--- src/rtl/sobel_row_buffer.sv ---
// Three-row sliding window between the Sobel read transform and accumulator.
// Captures one row segment per accepted load and hands out full windows.
module sobel_row_buffer #(
    parameter int IDATA_WIDTH = 64
) (
    input  logic                   clk,
    input  logic                   reset,
    input  logic                   sctl2srow_load,
    input  logic                   sctl2srow_new_col,
    input  logic [IDATA_WIDTH-1:0] srt2srow_read_data,
    output logic                   srow2sctl_load_ready,
    output logic                   srow2sctl_overrun,
    output logic [IDATA_WIDTH-1:0] srow2sacc_row_top,
    output logic [IDATA_WIDTH-1:0] srow2sacc_row_mid,
    output logic [IDATA_WIDTH-1:0] srow2sacc_row_bot,
    output logic                   srow2sacc_valid,
    input  logic                   sacc2srow_ready
);

    typedef enum logic [1:0] {
        EMPTY = 2'd0,
        FILL1 = 2'd1,
        FILL2 = 2'd2,
        FULL  = 2'd3
    } fill_t;

    fill_t                  r_state;
    fill_t                  w_state_nxt;
    logic                   r_pending;
    logic                   r_fresh;
    logic                   r_overrun;
    logic [IDATA_WIDTH-1:0] r_top;
    logic [IDATA_WIDTH-1:0] r_mid;
    logic [IDATA_WIDTH-1:0] r_bot;

    logic w_load_ready;
    logic w_accept;
    logic w_reject;
    logic w_capture;
    logic w_consume;
    logic w_fresh_nxt;

    assign w_load_ready = !r_pending && !r_fresh;
    // A new strip overrides any in-flight or unconsumed state.
    assign w_accept     = sctl2srow_load &&
                          (w_load_ready || sctl2srow_new_col);
    assign w_reject     = sctl2srow_load && !w_accept;
    assign w_capture    = r_pending && !sctl2srow_new_col;
    assign w_consume    = r_fresh && sacc2srow_ready;

    always_comb begin
        w_state_nxt = r_state;
        w_fresh_nxt = r_fresh;
        if (sctl2srow_new_col) begin
            w_state_nxt = EMPTY;
            w_fresh_nxt = 1'b0;
        end else if (w_capture) begin
            case (r_state)
                EMPTY:   w_state_nxt = FILL1;
                FILL1:   w_state_nxt = FILL2;
                default: w_state_nxt = FULL;
            endcase
            w_fresh_nxt = (w_state_nxt == FULL);
        end else if (w_consume) begin
            w_fresh_nxt = 1'b0;
        end
    end

    always_ff @(posedge clk or negedge reset) begin
        if (!reset) begin
            r_state   <= EMPTY;
            r_pending <= 1'b0;
            r_fresh   <= 1'b0;
            r_overrun <= 1'b0;
        end else begin
            r_state   <= w_state_nxt;
            r_pending <= w_accept;
            r_fresh   <= w_fresh_nxt;
            if (w_reject) begin
                r_overrun <= 1'b1;
            end
        end
    end

    always_ff @(posedge clk or negedge reset) begin
        if (!reset) begin
            r_top <= '0;
            r_mid <= '0;
            r_bot <= '0;
        end else if (w_capture) begin
            r_top <= r_mid;
            r_mid <= r_bot;
            r_bot <= srt2srow_read_data;
        end
    end

    assign srow2sctl_load_ready = w_load_ready;
    assign srow2sctl_overrun    = r_overrun;
    assign srow2sacc_row_top    = r_top;
    assign srow2sacc_row_mid    = r_mid;
    assign srow2sacc_row_bot    = r_bot;
    assign srow2sacc_valid      = r_fresh;

endmodule

--- config.mk ---
export PLATFORM = sky130hd
export DESIGN_NAME = sobel_row_buffer
export DESIGN_NICKNAME = d
export VERILOG_FILES = /design/src/rtl/sobel_row_buffer.sv
export SDC_FILE = /design/constraint.sdc
export NUM_CORES = 1
export LEC_CHECK = 0
export ABC_CLOCK_PERIOD_IN_PS = 2160
export CORE_UTILIZATION = 50
export CTS_CLUSTER_SIZE = 14
export DETAILED_ROUTE_END_ITERATION = 6
export PLACE_DENSITY = 0.86
export SYNTH_ARGS = -nofsm -noshare
export SYNTH_HDL_FRONTEND = slang
export SYNTH_SLANG_ARGS = --single-unit
--- constraint.sdc ---
create_clock -name clk -period 2.16 [get_ports clk]
set_input_delay 0.432 -clock clk [delete_from_list [all_inputs] [get_ports clk]]
set_output_delay 0.432 -clock clk [all_outputs]
set_load 0.05 [all_outputs]
==> results.ini, run 1 <==
[outcome]
status = finished, final reports clean

[placement]
dp.cells = 903
portBuffers = 263
hpwl_um = 13100
postPlaceCellArea_sq_mm = 0.0110
dp_slack_ps = 160
gp_congestion = 0.753

[logic_synthesis]
synthFlopType = dfrtp_1
syn_nets = 492
yosysTopAreaCell = dfrtp_1
synth_edf_count = 0
yosys.cell_types.count = 17
ys_warn_count = 0
syn_inst = 423
yosysTopAreaCellShare_pct = 60.1
yosysMostFrequentCell = dfrtp_1
ys_seq_area_share_pct = 60.1
async_reset_ff_share_pct = 100
synthTopCellsByArea = dfrtp_1, mux2_4, buf_12
avgSynthCellArea_sq_um = 19.4
ys_ff_latch = 197
synth_common_cells = dfrtp_1, mux2_4, mux2_2
netlist_area_sq_mm = 0.00820

[power]
power.density_mw_per_mm2 = 1510
ir_worst_vdd_mv = 0.974
leakagePower_nw = 5.18

[sta]
setup_viol = 0
relSlewSlack_pct = 60.8
worst_slack_ps = 58.7
final-max-slew-violation-count = 0
rsz0062_at_grt = no
tightest_slew_ps = 586
fin_tns_setup_ps = 0
period_share_pct = 97.3
hold_viol = 0
skew_ps = 11.3
max_freq_ghz = 0.476
whs_ps = 502
post-route-min-period_ps = 2100

[finish]
fill_cells = 981
diodes = 0
final_area_sq_mm = 0.0116
layout.cells.non_filler = 935
layout-drive-gt1-share_pct = 34.6
multi_input_comb_area_sq_mm = 0.00288
final_nets = 776
regArea_sq_mm = 0.00493
area_delta_synth_final_pct = 41.4

[global_routing]
grt-ovfl-total = 0
grt_pass1_wl_um = 27900
grt_max_degree = 60
gr-usage-all-layers_pct = 22.1
antenna_found_initial = 0
grt_pass1_vias = 4994

[die]
die_y_um = 130
rows = 46
core_sq_mm = 0.0159
ios = 264
die-area_sq_mm = 0.0169
initial_core_util_pct = 51.5
die_w_um = 130

[drt]
drt_iter0_drc = 173
drtAntennaViolNets = 0
dr.pass1.iters = 4
avgViaCountPerCell = 4.98
drcViolationCount = 0
routedWlPerCell_um = 19.4
routed_wl_um = 18100
num_vias = 4658

[clocking]
cts.clk_slew.worst_paths_ps = 70
htreeDepth = 4
cts_tree = yes
insertion_delay_ps = 430
cts-root-buf = clkbuf_16
clock_path_buffers = 2
post_cts_buffers = 0
cts_buffers = 17
cts.sinks = 197

[worst_setup_path]
start_kind = flip-flop
worst-path-buf-inv = 1
crit_family = buffers and inverters
crit_chain = clkdlybuf4s50_1
reg2reg_slack_ps = 610
worst-r2r-cell-count = 4
slowest_delay_ps = 830
endpoint_kind = output port
rr_endpoint = srow2sacc_row_bot[10]
crit_fanout = 3
startpoint = srow2sacc_row_bot[18]
cp.depth = 1
arrival_ps = 1670
rr_startpoint = r_pending
crit_type = flip-flop to output port
worstPathRequired_ps = 1730
cp_slowest_cell = clkdlybuf4s50_1

[worst_hold_path]
hp-class = flip-flop to flip-flop
hp-start = srow2sctl_overrun
holdPathStages = 1
hold_path_end = srow2sctl_overrun

[flow_run]
cap_violations = 0

## cell type report
| class | instances | share of cell area [%] |
|---|---|---|
| flip-flops and latches | 197 | 42.5 |
| repair buffers | 287 | 25.4 |
| multi-input cells | 204 | 24.8 |
| clock buffers | 17 | 3.67 |
| well taps | 216 | 2.33 |
| clock inverters | 14 | 1.28 |
## worst max path at each step
stage | to | slack [ps]
global route | srow2sacc_row_mid[17] | 5
floorplan | srow2sctl_load_ready | 390
CTS | srow2sacc_row_bot[33] | 30
global placement | srow2sacc_row_mid[4] | 180
detailed placement | srow2sacc_row_bot[38] | 160
finish | srow2sacc_row_bot[18] | 60
## stage by stage
| stage | total power [mW] | utilization (%) |
|---|---|---|
| after global placement | 14.2 | 69.1 |
| final | 17.5 | 72.8 |
| after detailed placement | 14.4 | 69.1 |
| after global routing | 18.1 | 72.8 |
| after floorplan | 11.4 | - |
| after CTS | 17.6 | 72.7 |
## power by group
| part | leakage, nW | switching (mW) | internal [mW] | total [mW] |
|---|---|---|---|---|
| clock | 0.278 | 1.41 | 1.71 | 3.12 |
| combinational | 2.57 | 5.22 | 3.42 | 8.63 |
| sequential | 2.34 | 0.891 | 4.83 | 5.72 |
| total | 5.18 | 7.51 | 9.96 | 17.5 |
## kinds of logic after synthesis
logic type             after synthesis  share of synthesized area [%]
AOI/OAI and AO/OA                    4                          0.336
muxes                              192                           34.1
and+or+nand+nor                      8                          0.595
buffers and inverters               22                           4.90
DFF                                197                           60.1
## timing repair
| action | CTS | global route |
|---|---|---|
| hold endpoints to repair | 46 | 0 |
| gates resized for setup | 0 | 2 |
| hold buffers | 1 | 0 |
| setup endpoints to repair | 0 | 2 |
## routing by layer
metal / track usage (%) / vias to the layer above / wire length, um
met1: 26.7 / 2412 / 7310
li1: - / 2055 / -
met3: 6.19 / 28 / 1060
met4: 9.99 / 0 / 507
met2: 36.9 / 163 / 9260
met5: 0 / - / 0
## state kept, by name (all words and copies together) (netlist names)
register           cells
srow2sacc_row_bot     64
r_pending              1
srow2sacc_row_top     64
srow2sctl_overrun      1
r_state                2
srow2sacc_valid        1
srow2sacc_row_mid     64
## layout by cell type (no fill, tap or decap), types with 2 or more instances in the layout
cell type	Yosys	routed
clkbuf_16	0	17
clkinvlp_4	0	3
clkdlybuf4s50_1	0	259
mux2_2	23	23
buf_12	18	10
nor2_1	3	3
inv_6	0	4
clkinv_2	0	4
buf_4	2	14
dlymetal6s2s_1	0	2
dfrtp_1	197	197
mux2_4	169	169
bufinv_16	0	2
No activity file was read; power rests on OpenSTA's default activity.
==> run 2: changes to the inputs <==
--- a/config.mk
+++ b/config.mk
@@ -6,6 +6,7 @@
 export NUM_CORES = 1
 export LEC_CHECK = 0
 export ABC_CLOCK_PERIOD_IN_PS = 2160
+export CORE_MARGIN = 5
 export CORE_UTILIZATION = 50
 export CTS_CLUSTER_SIZE = 14
 export DETAILED_ROUTE_END_ITERATION = 6
==> results.ini, run 2 (synthesized netlist as in run 1, its figures left out) <==
[power]
ir_worst_vdd_mv = 0.871  ; -11%
leakagePower_nw = 5.18  ; about the same
power.density_mw_per_mm2 = 1510  ; about the same
finalPower_mw = 17.5  ; about the same

[sta]
tightest_slew_ps = 591  ; +5.51 ps
hold_viol = 0  ; unchanged
whs_ps = 475  ; -26.7 ps
post-route-min-period_ps = 2120  ; +19.8 ps
final-max-slew-violation-count = 0  ; unchanged
relSlewSlack_pct = 60.5  ; -0.37 points
max_freq_ghz = 0.471  ; -0.93%
period_share_pct = 98.2  ; +0.92 points
rsz0062_at_grt = no
skew_ps = 8.65  ; -2.63 ps
setup_viol = 0  ; unchanged
fin_tns_setup_ps = 0  ; unchanged

[global_routing]
grt_max_degree = 60  ; unchanged
antenna_found_initial = 0  ; unchanged
grt-ovfl-total = 0  ; unchanged
grt_pass1_vias = 5321  ; +6.5%
gr-usage-all-layers_pct = 20.0  ; -2.0 points
grt_pass1_wl_um = 30600  ; +9.6%

[finish]
final_util_pct = 72.5  ; -0.26 points
fill_cells = 1003  ; +2.2%
multi_input_comb_area_sq_mm = 0.00288  ; unchanged
layout_commonest_cell = clkdlybuf4s50_1
regArea_sq_mm = 0.00493  ; unchanged
final_cell_mix = clkdlybuf4s50_1, dfrtp_1, mux2_4, mux2_2, clkbuf_16
layout-drive-gt1-share_pct = 34.4  ; -0.23 points
final_nets = 775  ; -0.13%
area_delta_synth_final_pct = 41.4  ; unchanged
diodes = 0  ; unchanged

[drt]
drtAntennaViolNets = 0  ; unchanged
avgViaCountPerCell = 4.97  ; -0.22%
dr.pass1.iters = 6  ; +2
routed_wl_um = 19100  ; +5.3%
routedWlPerCell_um = 20.4  ; +5.4%
drcViolationCount = 0  ; unchanged
num_vias = 4643  ; -0.32%
drt_iter0_drc = 140  ; -19%

[die]
rows = 46  ; unchanged
core_sq_mm = 0.0160  ; +0.36%
ios = 264  ; unchanged
die-area_sq_mm = 0.0191  ; +13%
initial_core_util_pct = 51.3  ; -0.19 points
die_y_um = 138  ; +6.1%
die_w_um = 138  ; +6.1%

[outcome]
status = finished, final reports clean

[placement]
portBuffers = 263  ; unchanged
hpwl_um = 13800  ; +5.7%
gp_congestion = 0.787  ; +4.5%

[worst_setup_path]
crit_type = flip-flop to output port
crit_chain = clkdlybuf4s50_1
crit_family = buffers and inverters
arrival_ps = 1690  ; +20 ps
slowest_delay_ps = 850  ; +20 ps
worst-path-buf-inv = 1  ; unchanged
rr_startpoint = r_pending
worstPathRequired_ps = 1730  ; about the same
endpoint_kind = output port
start_kind = flip-flop
startpoint = srow2sacc_row_bot[36]
cp_slowest_cell = clkdlybuf4s50_1
crit_fanout = 3  ; unchanged

[clocking]
cts_tree = yes
cts.clk_slew.worst_paths_ps = 70  ; about the same
insertion_delay_ps = 420  ; about the same
post_cts_buffers = 0  ; unchanged
clock_path_buffers = 2  ; unchanged
cts-root-buf = clkbuf_16
cts.sinks = 197  ; unchanged
htreeDepth = 4  ; unchanged
cts_buffers = 17  ; unchanged

[worst_hold_path]
hp-class = primary input to asynchronous set/reset pin

[flow_run]
cap_violations = 0  ; unchanged

run 2: power by group:
part | internal (mW) | total [mW] | switching (mW)
Combinational | 3.42 | 8.64 | 5.22
Clock | 1.74 | 3.11 | 1.37
Sequential | 4.83 | 5.73 | 0.903
Total | 9.98 | 17.5 | 7.50
run 2: layout make-up:
type                    instances  area share, %
clock buffers                  20           3.85
repair buffers                286           25.4
well taps                     216           2.33
multi-input cells             204           24.8
flip-flops and latches        197           42.5
clock inverters                11           1.08
run 2: metrics by stage:
stage | setup WS [ps] | cell area [sq um] | instances
global route | 4.27 | 11600 | 934
floorplan | 388 | 8200 | 423
detailed placement | 135 | 11000 | 902
CTS | 20.9 | 11600 | 934
global placement | 163 | 11000 | 902
finish | 38.9 | 11600 | 934
run 2: path summary, 6_finish.rpt:
kind | endpoint | slack (ps) | cells after the start
max | srow2sacc_row_bot[36] | 40 | 1
min | srow2sacc_row_top[39] | 480 | 2
max reg2reg | srow2sacc_row_mid[10] | 580 | 4
min reg2reg | srow2sacc_row_top[47] | 510 | 1
max in group asynchronous | srow2sacc_row_top[45] | 1030 | 3
min in group clk | srow2sacc_row_top[47] | 510 | 1
run 2: metal layers:
layer  up-vias  part of all wire (%)  GRT usage, %
met4         0                   1.5          5.41
met5         -                     0             0
met2       172                    51          34.5
met3        22                   5.4          5.10
met1      2402                    42          25.4
li1       2047                     -             -
run 2: repair_timing:
item / CTS / global route
resized for setup: 0 / 2
setup endpoints to repair: 0 / 2
hold buffers: 1 / 0
endpoints found under the hold margin: 32 / 0
==> run 3: changes to the inputs <==
--- a/config.mk
+++ b/config.mk
@@ -10,6 +10,7 @@
 export CORE_UTILIZATION = 50
 export CTS_CLUSTER_SIZE = 14
 export DETAILED_ROUTE_END_ITERATION = 6
+export HOLD_SLACK_MARGIN = 0.08
 export PLACE_DENSITY = 0.86
 export SYNTH_ARGS = -nofsm -noshare
 export SYNTH_HDL_FRONTEND = slang
==> results of run 3 <==
The final DEF is identical to that of run 2; final timing and power are the same.
